[src/rtl/vga_sprite_stage_if.sv]
// VGA pixel-chain bundle passed from one display stage to the next.
interface vga;
    logic [10:0] pxl_x;
    logic [10:0] pxl_y;
    logic        en;
    logic        hsync;
    logic        vsync;
    logic [3:0]  red;
    logic [3:0]  green;
    logic [3:0]  blue;

    modport in  (input  pxl_x, pxl_y, en, hsync, vsync, red, green, blue);
    modport out (output pxl_x, pxl_y, en, hsync, vsync, red, green, blue);
endinterface

[src/rtl/vga_sprite_stage.sv]
// Sprite overlay stage for the VGA pixel chain: draws one 16x16 one-bit-mask
// sprite (optionally scaled by 2^SCALE_LOG2) over the incoming RGB stream with
// a fixed 2-cycle latency on every chain field. Position, colour and
// visibility are double-buffered and committed on the vsync assertion edge.
// Optional macro SPRITE_COLLIDE_EN: report whether the sprite covered any
// non-black pixel during the previous frame.
module vga_sprite_stage #(
    parameter int unsigned  SCALE_LOG2    = 0,
    parameter logic [255:0] SPRITE_BITMAP = 256'h0,
    parameter bit           VSYNC_POL     = 1'b0
) (
    input  logic        clk_25,
    input  logic        resetN,
    vga.in              vga_in,
    vga.out             vga_out,
    input  logic [10:0] pos_x,
    input  logic [10:0] pos_y,
    input  logic [11:0] color,
    input  logic        visible,
    input  logic        pos_wr,
    output logic        pending,
    output logic        collision
);
    localparam int unsigned CW      = 11;
    localparam int unsigned RW      = 12;
    localparam int unsigned BOX     = 16 << SCALE_LOG2;
    localparam logic        VS_IDLE = ~VSYNC_POL;

    logic [CW-1:0] act_x, act_y, pend_x, pend_y;
    logic [11:0]   act_color, pend_color;
    logic          act_visible, pend_visible;
    logic          vs_prev;
    logic          boundary_c;

    logic [RW-1:0] rel_x_c, rel_y_c;
    logic          inbox_c;
    logic [3:0]    col_c, row_c;

    logic [CW-1:0] s1_x, s1_y;
    logic          s1_en, s1_hs, s1_vs, s1_inbox;
    logic [11:0]   s1_rgb;
    logic [3:0]    s1_col, s1_row;

    logic [7:0]    idx_c;
    logic          opaque_c;

    logic [CW-1:0] out_x, out_y;
    logic          out_en, out_hs, out_vs;
    logic [11:0]   out_rgb;

    // Frame boundary: input vsync just moved to its active level
    assign boundary_c = (vga_in.vsync == VSYNC_POL) && (vs_prev != VSYNC_POL);

    // Previous vsync for edge detection
    always_ff @(posedge clk_25 or negedge resetN) begin
        if (!resetN) vs_prev <= VS_IDLE;
        else         vs_prev <= vga_in.vsync;
    end

    // Pending capture on pos_wr, commit to active set at a frame boundary
    always_ff @(posedge clk_25 or negedge resetN) begin
        if (!resetN) begin
            act_x        <= '0;
            act_y        <= '0;
            act_color    <= '0;
            act_visible  <= 1'b0;
            pend_x       <= '0;
            pend_y       <= '0;
            pend_color   <= '0;
            pend_visible <= 1'b0;
            pending      <= 1'b0;
        end else begin
            if (boundary_c && pending) begin
                act_x       <= pend_x;
                act_y       <= pend_y;
                act_color   <= pend_color;
                act_visible <= pend_visible;
            end
            if (pos_wr) begin
                pend_x       <= pos_x;
                pend_y       <= pos_y;
                pend_color   <= color;
                pend_visible <= visible;
                pending      <= 1'b1;
            end else if (boundary_c) begin
                pending <= 1'b0;
            end
        end
    end

    // Signed, widened offset into the sprite box; negative values have bit 11 set
    always_comb begin
        rel_x_c = {1'b0, vga_in.pxl_x} - {1'b0, act_x};
        rel_y_c = {1'b0, vga_in.pxl_y} - {1'b0, act_y};
        inbox_c = !rel_x_c[RW-1] && !rel_y_c[RW-1]
                  && (rel_x_c < RW'(BOX)) && (rel_y_c < RW'(BOX));
        col_c   = 4'(rel_x_c >> SCALE_LOG2);
        row_c   = 4'(rel_y_c >> SCALE_LOG2);
    end

    // Stage 1: register chain fields together with box hit and mask coordinates
    always_ff @(posedge clk_25 or negedge resetN) begin
        if (!resetN) begin
            s1_x     <= '0;
            s1_y     <= '0;
            s1_en    <= 1'b0;
            s1_hs    <= 1'b1;
            s1_vs    <= VS_IDLE;
            s1_rgb   <= '0;
            s1_inbox <= 1'b0;
            s1_col   <= '0;
            s1_row   <= '0;
        end else begin
            s1_x     <= vga_in.pxl_x;
            s1_y     <= vga_in.pxl_y;
            s1_en    <= vga_in.en;
            s1_hs    <= vga_in.hsync;
            s1_vs    <= vga_in.vsync;
            s1_rgb   <= {vga_in.red, vga_in.green, vga_in.blue};
            s1_inbox <= inbox_c;
            s1_col   <= col_c;
            s1_row   <= row_c;
        end
    end

    // Mask lookup for the stage-1 pixel
    always_comb begin
        idx_c    = {s1_row, s1_col};
        opaque_c = s1_inbox && act_visible && s1_en && SPRITE_BITMAP[idx_c];
    end

    // Stage 2: sprite colour over opaque pixels, everything else passes through
    always_ff @(posedge clk_25 or negedge resetN) begin
        if (!resetN) begin
            out_x   <= '0;
            out_y   <= '0;
            out_en  <= 1'b0;
            out_hs  <= 1'b1;
            out_vs  <= VS_IDLE;
            out_rgb <= '0;
        end else begin
            out_x   <= s1_x;
            out_y   <= s1_y;
            out_en  <= s1_en;
            out_hs  <= s1_hs;
            out_vs  <= s1_vs;
            out_rgb <= opaque_c ? act_color : s1_rgb;
        end
    end

    assign vga_out.pxl_x = out_x;
    assign vga_out.pxl_y = out_y;
    assign vga_out.en    = out_en;
    assign vga_out.hsync = out_hs;
    assign vga_out.vsync = out_vs;
    assign vga_out.red   = out_rgb[11:8];
    assign vga_out.green = out_rgb[7:4];
    assign vga_out.blue  = out_rgb[3:0];

`ifdef SPRITE_COLLIDE_EN
    logic hit_c;
    logic hit_acc;

    assign hit_c = opaque_c && (s1_rgb != 12'h000);

    // Accumulate hits over a frame; publish at the boundary, including that cycle's hit
    always_ff @(posedge clk_25 or negedge resetN) begin
        if (!resetN) begin
            hit_acc   <= 1'b0;
            collision <= 1'b0;
        end else if (boundary_c) begin
            collision <= hit_acc | hit_c;
            hit_acc   <= 1'b0;
        end else if (hit_c) begin
            hit_acc <= 1'b1;
        end
    end
`else
    assign collision = 1'b0;
`endif

endmodule
[src/flat_wrapper.sv]
// flat-port wrapper written by rule: the top's interface ports become plain ports
module vga_sprite_stage_flat 
#(
    parameter int unsigned  SCALE_LOG2    = 0,
    parameter logic [255:0] SPRITE_BITMAP = 256'h0,
    parameter bit           VSYNC_POL     = 1'b0
)
  (clk_25, resetN, pos_x, pos_y, color, visible, pos_wr, pending, collision, vga_in_pxl_x, vga_in_pxl_y, vga_in_en, vga_in_hsync, vga_in_vsync, vga_in_red, vga_in_green, vga_in_blue, vga_out_pxl_x, vga_out_pxl_y, vga_out_en, vga_out_hsync, vga_out_vsync, vga_out_red, vga_out_green, vga_out_blue);
  vga vga_in_i ();
  vga vga_out_i ();
  input  logic clk_25;
  input  logic resetN;
  input  logic [10:0] pos_x;
  input  logic [10:0] pos_y;
  input  logic [11:0] color;
  input  logic visible;
  input  logic pos_wr;
  output logic pending;
  output logic collision;
  input wire logic [$bits(vga_in_i.pxl_x)-1:0] vga_in_pxl_x;
  input wire logic [$bits(vga_in_i.pxl_y)-1:0] vga_in_pxl_y;
  input wire logic [$bits(vga_in_i.en)-1:0] vga_in_en;
  input wire logic [$bits(vga_in_i.hsync)-1:0] vga_in_hsync;
  input wire logic [$bits(vga_in_i.vsync)-1:0] vga_in_vsync;
  input wire logic [$bits(vga_in_i.red)-1:0] vga_in_red;
  input wire logic [$bits(vga_in_i.green)-1:0] vga_in_green;
  input wire logic [$bits(vga_in_i.blue)-1:0] vga_in_blue;
  output wire logic [$bits(vga_out_i.pxl_x)-1:0] vga_out_pxl_x;
  output wire logic [$bits(vga_out_i.pxl_y)-1:0] vga_out_pxl_y;
  output wire logic [$bits(vga_out_i.en)-1:0] vga_out_en;
  output wire logic [$bits(vga_out_i.hsync)-1:0] vga_out_hsync;
  output wire logic [$bits(vga_out_i.vsync)-1:0] vga_out_vsync;
  output wire logic [$bits(vga_out_i.red)-1:0] vga_out_red;
  output wire logic [$bits(vga_out_i.green)-1:0] vga_out_green;
  output wire logic [$bits(vga_out_i.blue)-1:0] vga_out_blue;
  assign vga_in_i.pxl_x = vga_in_pxl_x;
  assign vga_in_i.pxl_y = vga_in_pxl_y;
  assign vga_in_i.en = vga_in_en;
  assign vga_in_i.hsync = vga_in_hsync;
  assign vga_in_i.vsync = vga_in_vsync;
  assign vga_in_i.red = vga_in_red;
  assign vga_in_i.green = vga_in_green;
  assign vga_in_i.blue = vga_in_blue;
  assign vga_out_pxl_x = vga_out_i.pxl_x;
  assign vga_out_pxl_y = vga_out_i.pxl_y;
  assign vga_out_en = vga_out_i.en;
  assign vga_out_hsync = vga_out_i.hsync;
  assign vga_out_vsync = vga_out_i.vsync;
  assign vga_out_red = vga_out_i.red;
  assign vga_out_green = vga_out_i.green;
  assign vga_out_blue = vga_out_i.blue;
  vga_sprite_stage #(.SCALE_LOG2(SCALE_LOG2), .SPRITE_BITMAP(SPRITE_BITMAP), .VSYNC_POL(VSYNC_POL)) u_core (.clk_25(clk_25), .resetN(resetN), .vga_in(vga_in_i), .vga_out(vga_out_i), .pos_x(pos_x), .pos_y(pos_y), .color(color), .visible(visible), .pos_wr(pos_wr), .pending(pending), .collision(collision));
endmodule
[config.mk]
export PLATFORM = sky130hd
export DESIGN_NAME = vga_sprite_stage_flat
export DESIGN_NICKNAME = d
export VERILOG_FILES = /design/src/rtl/vga_sprite_stage_if.sv /design/src/rtl/vga_sprite_stage.sv /design/src/flat_wrapper.sv
export SDC_FILE = /design/constraint.sdc
export NUM_CORES = 1
export LEC_CHECK = 0
export ABC_AREA = 1
export CAP_MARGIN = 15
export CORE_ASPECT_RATIO = 0.75
export CORE_MARGIN = 2
export CORE_UTILIZATION = 25
export CTS_CLUSTER_DIAMETER = 200
export CTS_CLUSTER_SIZE = 24
export DETAILED_ROUTE_END_ITERATION = 6
export PLACE_DENSITY = 0.56
export SLEW_MARGIN = 20
export SYNTH_ARGS = -nofsm -noshare
export SYNTH_HDL_FRONTEND = slang
export SYNTH_SLANG_ARGS = --single-unit
[constraint.sdc]
create_clock -name clk_25 -period 1.6 [get_ports clk_25]
set_input_delay 0.16 -clock clk_25 [delete_from_list [all_inputs] [get_ports clk_25]]
set_output_delay 0.16 -clock clk_25 [all_outputs]
set_load 0.01 [all_outputs]
==> out/metrics.yaml <==
finalSetupViolCount: 0
drt-vias-per-instance: 3.38
syn_avg_cell_area_um2: 23.3
core_area_um2: 7360
crit_arrival_ns: 1.38
ys_seq_area_share_pct: 98.4
htreeDepth: 3
wl_per_cell_um: 11.2
r2r_slack_ns: 0.82
die_h_um: 79.7
cap_violations: 0
fin_tns_setup_ns: 0
numCtsBuffers: 9
grt_max_degree: 41
cts_resized: 0
cts.sinks: 75
cts_tree: "done"
dr.pass1.iters: 2
slowest_delay_ns: 0.53
finalClockSkew_ns: 0.00817
place.gp.congestion: 0.642
critical_path_class: "reg2out"
cts_max_path_buffers: 2
die_width_um: 105
cts_hold_buf: 1
wl_um: 3110
crit_family: "buffers and inverters"
initial_core_util_pct: 26.0
hold_viol: 0
crit_chain: "clkdlybuf4s50_1"
clkLatencyLatePin_ns: 0.34
drive_above_1_share_pct: 12.5
cp-start-kind: "register"
min_period_ns: 1.54
dpl.hpwl_um: 2200
ys_ff_latch: 75
overflow: 0
outcome: "finished, final reports clean"
critPathCaptureType: "primary output"
crit_path_max_fanout: 1
hp-class: "in2reg"
drv_slew: 0
power_density_nw_per_um2: 1190
grt_pass1_vias: 964
path_buf_inv: 1
grt_pass1_wl_um: 5000
antenna_found_initial: 0
num_vias: 936
num_rows: 27
syn_area_um2: 1910
dp.cells: 260
synth_cell_types: 6
ant_nets: 0
finalCritPeriodShare_pct: 96.0
clk_pin_slew_ns: 0.07
synthCells: 82
fin_cells: 277
num_io_pins: 114
slowest_stage: "clkdlybuf4s50_1"
area_delta_synth_final_pct: 57.6
portBuffers: 77
rsz0062_at_grt: "no"
insertedDiodeCount: 0
cts_root_buf: "clkbuf_8"
drtIter0Drc: 6
ir_worst_vdd_uv: 596
yosys_warnings: 0
post_cts_buffers: 0
critical_path_required_ns: 1.44
p_leak_nw: 1.30
route.detailed.drc: 0
synth_fp_nets: 157
layout.nets: 246
fp.dieArea_um2: 8370
max_freq_mhz: 651
grt_usage_pct: 8.53
[flip-flops by register name, indices dropped and copies added (netlist names), 11 cells and up]
register              cells
u_core.vga_out.pxl_x     11
u_core.s1_y              11
u_core.vga_out.pxl_y     11
u_core.s1_x              11
u_core.out_rgb           12
u_core.s1_rgb            12
[final cells by class]
class	count	area, um^2
fill	718	4350
sequential	75	1880
timing repair buffer	79	798
clock buffer	10	138
tap	101	126
clock inverter	6	46.3
multi-input combinational	4	15.0
inverter	2	7.51
[final timing paths]
kind | startpoint | end | depth (start not counted)
min | vga_in_hsync | u_core.s1_hs | 1
min in group asynchronous | resetN | u_core.s1_y[5] | 2
max in group asynchronous | resetN | u_core.vga_out.pxl_x[5] | 3
max reg2reg | u_core.vs_prev | u_core.pending | 3
max | u_core.vga_out.hsync | vga_out_hsync | 1
min reg2reg | u_core.s1_x[0] | u_core.vga_out.pxl_x[0] | 0
[per-layer routing]
| metal | vias up | wire length (um) | GRT usage, % |
|---|---|---|---|
| li1 | 422 | - | - |
| met1 | 451 | 1170 | 8.89 |
| met2 | 58 | 1300 | 10.5 |
| met3 | 5 | 581 | 8.65 |
| met4 | 0 | 54 | 5.20 |
| met5 | - | 0 | 0 |
[cells in the final DEF (no fill, tap or decap), types with 2 or more instances in the layout]
cell type and count:
clkbuf_8 10, clkdlybuf4s50_1 76, clkinvlp_4 2, dfrtp_1 71, dfstp_2 4, inv_1 2
inv_6 2, nand2_1 3
[synthesized netlist by cell type, drive strengths merged]
cell type / count / share of area [%]
buf: 1 / 0.39
conb: 1 / 0.20
dfrtp: 71 / 93
dfstp: 4 / 5.5
inv: 2 / 0.39
nand2: 3 / 0.59
[cells by family (layout without fill, tap and decap cells)]
family,after synthesis,after routing,share of synthesized area [%]
simple gates,3,3,0.589
other cells,1,1,0.196
buf+inv,3,97,0.786
flops,75,75,98.4
[through the flow]
| step | hold WS, ns | utilization [%] | setup slack [ns] | instance area [um^2] | power [mW] |
|---|---|---|---|---|---|
| floorplan | -0.136 | - | 0.855 | 1910 | 2.09 |
| global placement | 0.146 | 38.3 | 0.415 | 2820 | 2.33 |
| detailed placement | 0.143 | 38.3 | 0.415 | 2820 | 2.33 |
| CTS | 0.214 | 40.9 | 0.0310 | 3010 | 3.65 |
| global route | 0.213 | 40.9 | 0.00882 | 3010 | 3.78 |
| finish | 0.239 | 40.9 | 0.0642 | 3010 | 3.59 |
[power by group]
part           leakage (nW)  switching (mW)  total, mW  internal (mW)
clock network        0.0893           0.688       1.30          0.615
registers             0.868          0.0225       2.02           1.99
logic                 0.339          0.0979      0.269          0.171
Power figures use the tool's default switching activity.
